--- src/rtl/video_timing_gen.sv ---
// video_timing_gen: raster timing generator (hsync/vsync/DE, active x/y,
// line/frame start strobes) driven by per-frame shadowed timing fields.
module video_timing_gen #(
    parameter int   CW     = 16,
    parameter logic HS_POL = 1'b1,
    parameter logic VS_POL = 1'b1
) (
    input  logic          PCLK,
    input  logic          PRST,
    input  logic          i_en,
    input  logic [CW-1:0] i_hsw,
    input  logic [CW-1:0] i_hbp,
    input  logic [CW-1:0] i_hact,
    input  logic [CW-1:0] i_hfp,
    input  logic [CW-1:0] i_vsw,
    input  logic [CW-1:0] i_vbp,
    input  logic [CW-1:0] i_vact,
    input  logic [CW-1:0] i_vfp,
    output logic          o_hsync,
    output logic          o_vsync,
    output logic          o_de,
    output logic [CW-1:0] o_x,
    output logic [CW-1:0] o_y,
    output logic          o_line_start,
    output logic          o_frame_start,
    output logic          o_busy
);

    typedef enum logic       {IDLE, RUN} top_t;
    typedef enum logic [1:0] {H_SYNC, H_BP, H_ACT, H_FP} h_t;
    typedef enum logic [1:0] {V_SYNC, V_BP, V_ACT, V_FP} v_t;

    // A zero field behaves like one, so the terminal count is clamped at 0.
    function automatic logic [CW-1:0] last_idx(input logic [CW-1:0] f);
        return (f == '0) ? '0 : f - 1'b1;
    endfunction

    function automatic h_t next_h(input h_t h);
        case (h)
            H_SYNC:  return H_BP;
            H_BP:    return H_ACT;
            H_ACT:   return H_FP;
            default: return H_SYNC;
        endcase
    endfunction

    function automatic v_t next_v(input v_t v);
        case (v)
            V_SYNC:  return V_BP;
            V_BP:    return V_ACT;
            V_ACT:   return V_FP;
            default: return V_SYNC;
        endcase
    endfunction

    logic [CW-1:0] sh_hsw, sh_hbp, sh_hact, sh_hfp;
    logic [CW-1:0] sh_vsw, sh_vbp, sh_vact, sh_vfp;

    top_t          top_q, top_d;
    h_t            h_q, h_d;
    v_t            v_q, v_d;
    logic [CW-1:0] hcnt_q, hcnt_d;
    logic [CW-1:0] vcnt_q, vcnt_d;

    logic [CW-1:0] h_end, v_end;
    logic          hlast, vlast, line_end, frame_end, load;
    logic          run_d, de_d, ls_d;

    // Phase terminal counts, line/frame end detection and next-state decode.
    always_comb begin
        case (h_q)
            H_SYNC:  h_end = last_idx(sh_hsw);
            H_BP:    h_end = last_idx(sh_hbp);
            H_ACT:   h_end = last_idx(sh_hact);
            default: h_end = last_idx(sh_hfp);
        endcase
        case (v_q)
            V_SYNC:  v_end = last_idx(sh_vsw);
            V_BP:    v_end = last_idx(sh_vbp);
            V_ACT:   v_end = last_idx(sh_vact);
            default: v_end = last_idx(sh_vfp);
        endcase
        hlast     = (hcnt_q == h_end);
        vlast     = (vcnt_q == v_end);
        line_end  = hlast && (h_q == H_FP);
        frame_end = line_end && vlast && (v_q == V_FP);
        load      = i_en && ((top_q == IDLE) || frame_end);

        top_d  = top_q;
        h_d    = h_q;
        v_d    = v_q;
        hcnt_d = hcnt_q;
        vcnt_d = vcnt_q;
        if (top_q == IDLE) begin
            h_d    = H_SYNC;
            v_d    = V_SYNC;
            hcnt_d = '0;
            vcnt_d = '0;
            if (i_en) top_d = RUN;
        end else begin
            // Wrapping both FSMs at frame end lands exactly on frame cycle 0.
            if (hlast) begin
                hcnt_d = '0;
                h_d    = next_h(h_q);
            end else begin
                hcnt_d = hcnt_q + 1'b1;
            end
            if (line_end) begin
                if (vlast) begin
                    vcnt_d = '0;
                    v_d    = next_v(v_q);
                end else begin
                    vcnt_d = vcnt_q + 1'b1;
                end
            end
            if (frame_end && !i_en) top_d = IDLE;
        end

        run_d = (top_d == RUN);
        de_d  = run_d && (h_d == H_ACT) && (v_d == V_ACT);
        ls_d  = run_d && (h_d == H_SYNC) && (hcnt_d == '0);
    end

    // Timing shadow: captured at frame start only, so mid-frame writes wait.
    always_ff @(posedge PCLK) begin
        if (load) begin
            sh_hsw  <= i_hsw;
            sh_hbp  <= i_hbp;
            sh_hact <= i_hact;
            sh_hfp  <= i_hfp;
            sh_vsw  <= i_vsw;
            sh_vbp  <= i_vbp;
            sh_vact <= i_vact;
            sh_vfp  <= i_vfp;
        end
    end

    // FSM state and registered outputs, decoded from the next state.
    always_ff @(posedge PCLK) begin
        if (PRST) begin
            top_q         <= IDLE;
            h_q           <= H_SYNC;
            v_q           <= V_SYNC;
            hcnt_q        <= '0;
            vcnt_q        <= '0;
            o_hsync       <= ~HS_POL;
            o_vsync       <= ~VS_POL;
            o_de          <= 1'b0;
            o_x           <= '0;
            o_y           <= '0;
            o_line_start  <= 1'b0;
            o_frame_start <= 1'b0;
            o_busy        <= 1'b0;
        end else begin
            top_q         <= top_d;
            h_q           <= h_d;
            v_q           <= v_d;
            hcnt_q        <= hcnt_d;
            vcnt_q        <= vcnt_d;
            o_hsync       <= (run_d && (h_d == H_SYNC)) ? HS_POL : ~HS_POL;
            o_vsync       <= (run_d && (v_d == V_SYNC)) ? VS_POL : ~VS_POL;
            o_de          <= de_d;
            o_x           <= de_d ? hcnt_d : '0;
            o_y           <= (run_d && (v_d == V_ACT)) ? vcnt_d : '0;
            o_line_start  <= ls_d;
            o_frame_start <= ls_d && (v_d == V_SYNC) && (vcnt_d == '0);
            o_busy        <= run_d;
        end
    end

endmodule

--- config.mk ---
export PLATFORM = sky130hd
export DESIGN_NAME = video_timing_gen
export DESIGN_NICKNAME = d
export VERILOG_FILES = /design/src/rtl/video_timing_gen.sv
export SDC_FILE = /design/constraint.sdc
export NUM_CORES = 1
export LEC_CHECK = 0
export BUFFER_PORTS_ARGS = -buffer_cell sky130_fd_sc_hd__buf_2
export CORE_ASPECT_RATIO = 0.9
export CORE_MARGIN = 2
export CORE_UTILIZATION = 63
export CTS_CLUSTER_DIAMETER = 80
export CTS_CLUSTER_SIZE = 10
export DETAILED_ROUTE_END_ITERATION = 8
export HOLD_SLACK_MARGIN = 0.12
export PLACE_DENSITY = 0.85
export SYNTH_ARGS = -nofsm -noshare
export SYNTH_HDL_FRONTEND = slang
export SYNTH_SLANG_ARGS = --single-unit
--- constraint.sdc ---
create_clock -name PCLK -period 32 [get_ports PCLK]
set_clock_uncertainty 0.05 [all_clocks]
set_input_delay 0 -clock PCLK [delete_from_list [all_inputs] [get_ports PCLK]]
set_output_delay 0 -clock PCLK [all_outputs]
set_load 0.02 [all_outputs]
After elaboration in Yosys (flattened, before gate mapping)

Cells that the tools add are included.

Bits in writable memories: 0
Memories kept: 0
Logic and storage cells: 101
Latch bits: 0
Output and inout bits: 38
Bits in registers: 202
Bits in read-only memories: 0

Add/sub/neg operators: 10
Equality and inequality tests: 10
Divide/modulo/power cells: 0
Mux-type cells: 27
Reduce and logical (&&, ||, !) cells: 31
Bitwise operators: 3
Multipliers: 0
Order comparisons: 0
Shifts and indexed selects: 0

Operator list:

| cell                                                 | count |
|---|---|
| 2-to-1 mux 16 bit                                    | 13 |
| zero test 16 bit                                     | 10 |
| subtractor 16 x 1 -> 16 bit (second input constant)  | 8 |
| case mux 16 bit (3 select lines)                     | 2 |
| adder 16 x 1 -> 16 bit (second input constant)       | 2 |
| equality test 16 bit                                 | 2 |
| logical AND 1 bit                                    | 13 |
| equality test 2 bit (second input constant)          | 6 |
| case mux 2 bit (3 select lines)                      | 2 |
| 2-to-1 mux 2 bit                                     | 5 |
| zero test 2 bit                                      | 4 |
| 2-to-1 mux 1 bit                                     | 5 |
| equality test 2 x 1 -> 1 bit (second input constant) | 2 |
| OR reduction 2 bit                                   | 2 |
| inverter 1 bit                                       | 3 |
| zero test 1 bit                                      | 1 |
| logical OR 1 bit                                     | 1 |

Longest topological paths before layout

Depth after elaboration: 14
Depth in mapped cells: 17
Mapped depth without buffers: 14

Worst setup path before layout

No wires, ideal clock.

Path type: reg2reg
Start: register sh_hsw[0]
End: register sh_hact[0], enable pin
Cell stages (with the launch flop): 15
Arrival: 9362 ps
Library setup time: 630 ps
Path slack: 21958 ps
Cell sequence: edfxtp_1 > inv_1 > ha_1 > or4b_2 > o41ai_4 > o22ai_1 > a211oi_1 > mux2_2 > nor4_1 > nand4_1 > nor4_4 > and2b_1 > buf_4 > a21boi_0 > nor2b_1

Word-level cells in the longest chain between the ends: 9
Elaborated cells on any way between the ends: 10
Those cells by class: add/sub: 1; eq/ne: 1; mux: 2; reduce/logical: 6

RTL lines:

| item                                                            | RTL line | source |
|---|---|---|
| start: declaration                                              | 56       | `logic [CW-1:0] sh_hsw, sh_hbp, sh_hact, sh_hfp;` |
| start signal: assignment                                        | 127      | `sh_hsw <= i_hsw;` |
| subtractor 16 x 1 -> 16 bit or zero test 16 bit (tied branches) | 35       | `return (f == '0) ? '0 : f - 1'b1;` |
| 2-to-1 mux 16 bit *                                             | 35       |  |
| case mux 16 bit (3 select lines) *                              | 71       | `case (h_q)` |
| equality test 16 bit *                                          | 83       | `hlast = (hcnt_q == h_end);` |
| logical AND 1 bit *                                             | 85       | `line_end = hlast && (h_q == H_FP);` |
| logical AND 1 bit * (2 in a row)                                | 86       | `frame_end = line_end && vlast && (v_q == V_FP);` |
| logical OR 1 bit *                                              | 87       | `load = i_en && ((top_q == IDLE) \|\| frame_end);` |
| logical AND 1 bit *                                             | 87       |  |
| net load                                                        | 66       | `logic hlast, vlast, line_end, frame_end, load;` |
| end signal: assignment                                          | 129      | `sh_hact <= i_hact;` |
| end: declaration                                                | 56       |  |

The timed path passes the listed nets; every way through them passes the cells marked *.
A chain may end at the register's enable or synchronous reset.

Worst setup path in the final report

Start: register sh_hsw[0]
End: register sh_vbp[7], enable pin

Word-level cells in the longest chain between the ends: 9
Elaborated cells on any way between the ends: 10
Those cells by class: add/sub: 1; eq/ne: 1; mux: 2; reduce/logical: 6

RTL lines:

| item                                                            | RTL line | source |
|---|---|---|
| subtractor 16 x 1 -> 16 bit or zero test 16 bit (tied branches) | 35       |  |
| 2-to-1 mux 16 bit *                                             | 35       |  |
| case mux 16 bit (3 select lines) *                              | 71       |  |
| equality test 16 bit *                                          | 83       |  |
| logical AND 1 bit *                                             | 85       |  |
| logical AND 1 bit * (2 in a row)                                | 86       |  |
| logical OR 1 bit *                                              | 87       |  |
| logical AND 1 bit *                                             | 87       |  |
| net load                                                        | 66       |  |
| end signal: assignment                                          | 132      | `sh_vbp <= i_vbp;` |
| end: declaration                                                | 57       | `logic [CW-1:0] sh_vsw, sh_vbp, sh_vact, sh_vfp;` |

Marked as above.

==> run metrics <==
status complete, but fails checks; failing checks DRC; Layout Area Growth over Synthesis 24.80%; synthesized area 0.01191 sq mm; RSZ-0062 raised after global routing no; FILL cells 1134; Pre-antenna DRT Iters 9; Inst Count DP 1583; Num CTS Buffers 24; worst setup margin approximately 25 ns; crit end category register; post-CTS setup buffer count 0; Final setup viols 0; sequential element share of the synthesized area 44.70%; Synthesized Nets ~1.4k; WS Path Type reg2reg; final weighted congestion in routability-driven placement 0.9981; Hold Path Depth 2; DRC viols 26; Primary FF master, synth edfxtp_1; PwrDens around 41 mW/mm^2; fin crit share between 20% and 30%; row count 47; hold worst-path end sh_hfp[10]; synth top area cells edfxtp_1 (32%), dfxtp_1 (12%), xnor2_1 (4.9%); clock buffer depth 3; hpwl dp 23.72 mm; Root Driver clkbuf_16; Synth area leader edfxtp_1; #FFs+latches synth 202; CTS tree built; Reg2Reg Setup Slack 25.03 ns; Slew @ Worst Pin 1.160 ns; CP Launch Type register; Slew headroom between 20% and 30%; antenna violations before repair 0; Place WS approximately 25 ns; first-pass GRT wire length 60.11 mm; critical hold path startpoint i_hfp[10]; final net count 1652; worst endpoint required time ~32 ns; largest net degree at the start of global routing 63; GRT overflow 0; H-tree lvl count 1; initial drt markers 1934; async set or reset register ratio after synthesis 0%; Post-Layout Cell Count 1744; via count 11.67k; Die Ht 134.5 microns; warnings from Yosys 0; max cap viols 0; worst vdd ir between 0.05 and 0.06 mV; clk slew on worst S/H paths 0.06 ns; pins over their slew limit 0; layout cell share with drive strength beyond 1 around 18%; total wire length 38.48 mm; Initial Util 64.52%; EDFF count, synth 128; synthesized netlist cell count 1213; Ports 169; final hold vios 0; Fmax 143.6 MHz; crit path max fanout 62; Post-DP Area roughly 0.013 sq mm; clk sinks 202; fin crit period 6.965 ns; R2R depth 14; Worst R2R Start sh_hsw[0]; leakage 5.309 nW; drt wl/cell 22.06 microns; routed vias/inst roughly 6.7; setup TNS 0 ns; Min-Delay Path Class in2reg; clk_lat worst skew 0.52 ns; Yosys top cell area share between 30 and 40%; Ant. Diodes 0; Core ar. 0.01847 sq mm; DIE WIDTH 149.0 microns; Synth Area per Inst 9.822 sq um; post-route ant nets 0; Total Routing Usage GR roughly two fifths; post-synthesis cell type count 89; PortBufs 168; area of the die between 0.02 and 0.025 sq mm; Reg-to-Reg End sh_vbp[7]; Worst EP arrival roughly 7.1 ns; vias in the first global route 11.16k; Finished Cell Area 0.01487 sq mm
-- per-stage QoR --
| stage | hold slack (ns) | total power, mW | util, % |
|---|---|---|---|
| 2_1_floorplan | 0.04887 | 0.3330 | - |
| 6_report | 0.1396 | 0.6047 | 80.52 |
| 3_5_place_dp | 0.1281 | 0.3512 | 69.90 |
| 5_1_grt | 0.1292 | 0.6192 | 80.52 |
| 4_1_cts | 0.1200 | 0.5975 | 80.52 |
| 3_3_place_gp | 0.1259 | 0.3500 | 69.90 |
-- layout make-up --
class	instances	area (sq um)	area share (%)
clock buffer	29	640.6	4.309
multi-input combinational	916	6213	41.79
sequential	202	5325	35.82
tap	245	306.5	2.062
clock inverter	1	8.758	0.05891
inverter	45	168.9	1.136
timing repair buffer	306	2205	14.83
-- how the worst max path moves through the flow --
stage / start / to / slack (ns) / depth (start not counted)
final: sh_hsw[0] / sh_vbp[7] / 25.03 / 14
after global routing: sh_hsw[0] / sh_vsw[11] / 24.62 / 14
after CTS: sh_hsw[0] / sh_vact[5] / 25.19 / 14
after detailed placement: sh_hsw[0] / sh_vact[6] / 25.20 / 14
after global placement: sh_hsw[0] / sh_vact[7] / 25.43 / 14
after floorplan: sh_hsw[0] / sh_hact[0] / 21.96 / 14
-- routing by layer --
metal | wire length [microns] | vias up | track usage (%)
li1 | - | 5164 | -
met1 | 15100 | 5339 | 52.63
met2 | 16740 | 996 | 59.09
met3 | 5188 | 174 | 9.223
met4 | 1449 | 0 | 12.65
met5 | 0 | - | 0
-- where the power goes --
group          total (mW)  switching, mW  internal [mW]
Sequential          0.303         0.0132          0.290
Clock               0.240          0.101          0.139
Combinational      0.0620         0.0312         0.0308
-- worst max-delay path, stage by stage (launching register included) --
cell and delay, ns:
edfxtp_1 0.44, inv_1 0.16, ha_1 0.16, or4b_2 0.65
o41ai_4 0.66, o22ai_1 0.19, a211oi_1 0.31, mux2_2 0.38
nor4_1 0.32, nand4_1 0.34, nor4_4 0.68, and2b_1 0.34
a21boi_0 0.23, nor2b_4 0.88, buf_4 0.77
-- cell families after synthesis --
group	synth area share [%]
buf+inv	3.213
fa+ha+maj	2.731
flops	44.70
mux	2.636
compound gates	14.44
xor+xnor	8.160
simple gates	24.12
-- repair_timing --
item	4_1_cts	5_1_grt
endpoints found under the setup margin	0	0
gates resized for setup	0	0
hold buffers	131	0
endpoints found under the hold margin	202	0
-- layout by cell type (no fill, tap or decap), drive strengths merged, types with 10 or more instances in the layout --
master       instances
a211oi              12
xor2                45
ha                  26
nor2               140
a31oi               12
xnor2               66
edfxtp             128
o211ai              10
mux2i               19
nand4               36
or3                 18
and3                10
buf                175
inv                 45
dfxtp               74
o31ai               12
nor2b               12
nand4b              12
nor4                51
o22ai               17
o21ai               50
nand2               62
nor3                47
dlygate4sd3        131
clkbuf              29
or4                 20
nand3               36
a21oi               33
mux2                11
nor3b               13
-- synthesized netlist by cell type, types with 7 or more instances --
master,n
o211ai_1,10
xnor2_1,66
xor2_1,45
o21ai_0,45
a211oi_1,11
and2_1,9
nand4_1,35
nand2b_1,8
nand2_1,62
ha_1,26
nor2_2,10
mux2_2,11
a22oi_1,7
o21a_1,9
o2111ai_1,9
clkbuf_1,43
nor2b_1,12
and3_1,10
edfxtp_1,128
o31ai_1,12
nand4b_1,11
o22ai_1,17
a21oi_1,33
nor4_1,44
dfxtp_1,74
or4_1,17
nor2_1,130
inv_1,44
or3_1,18
and4_1,7
nor3_1,46
mux2i_1,19
nand3_1,36
a31oi_1,12
nor3b_1,12
No activity file was read; power rests on OpenSTA's default activity.
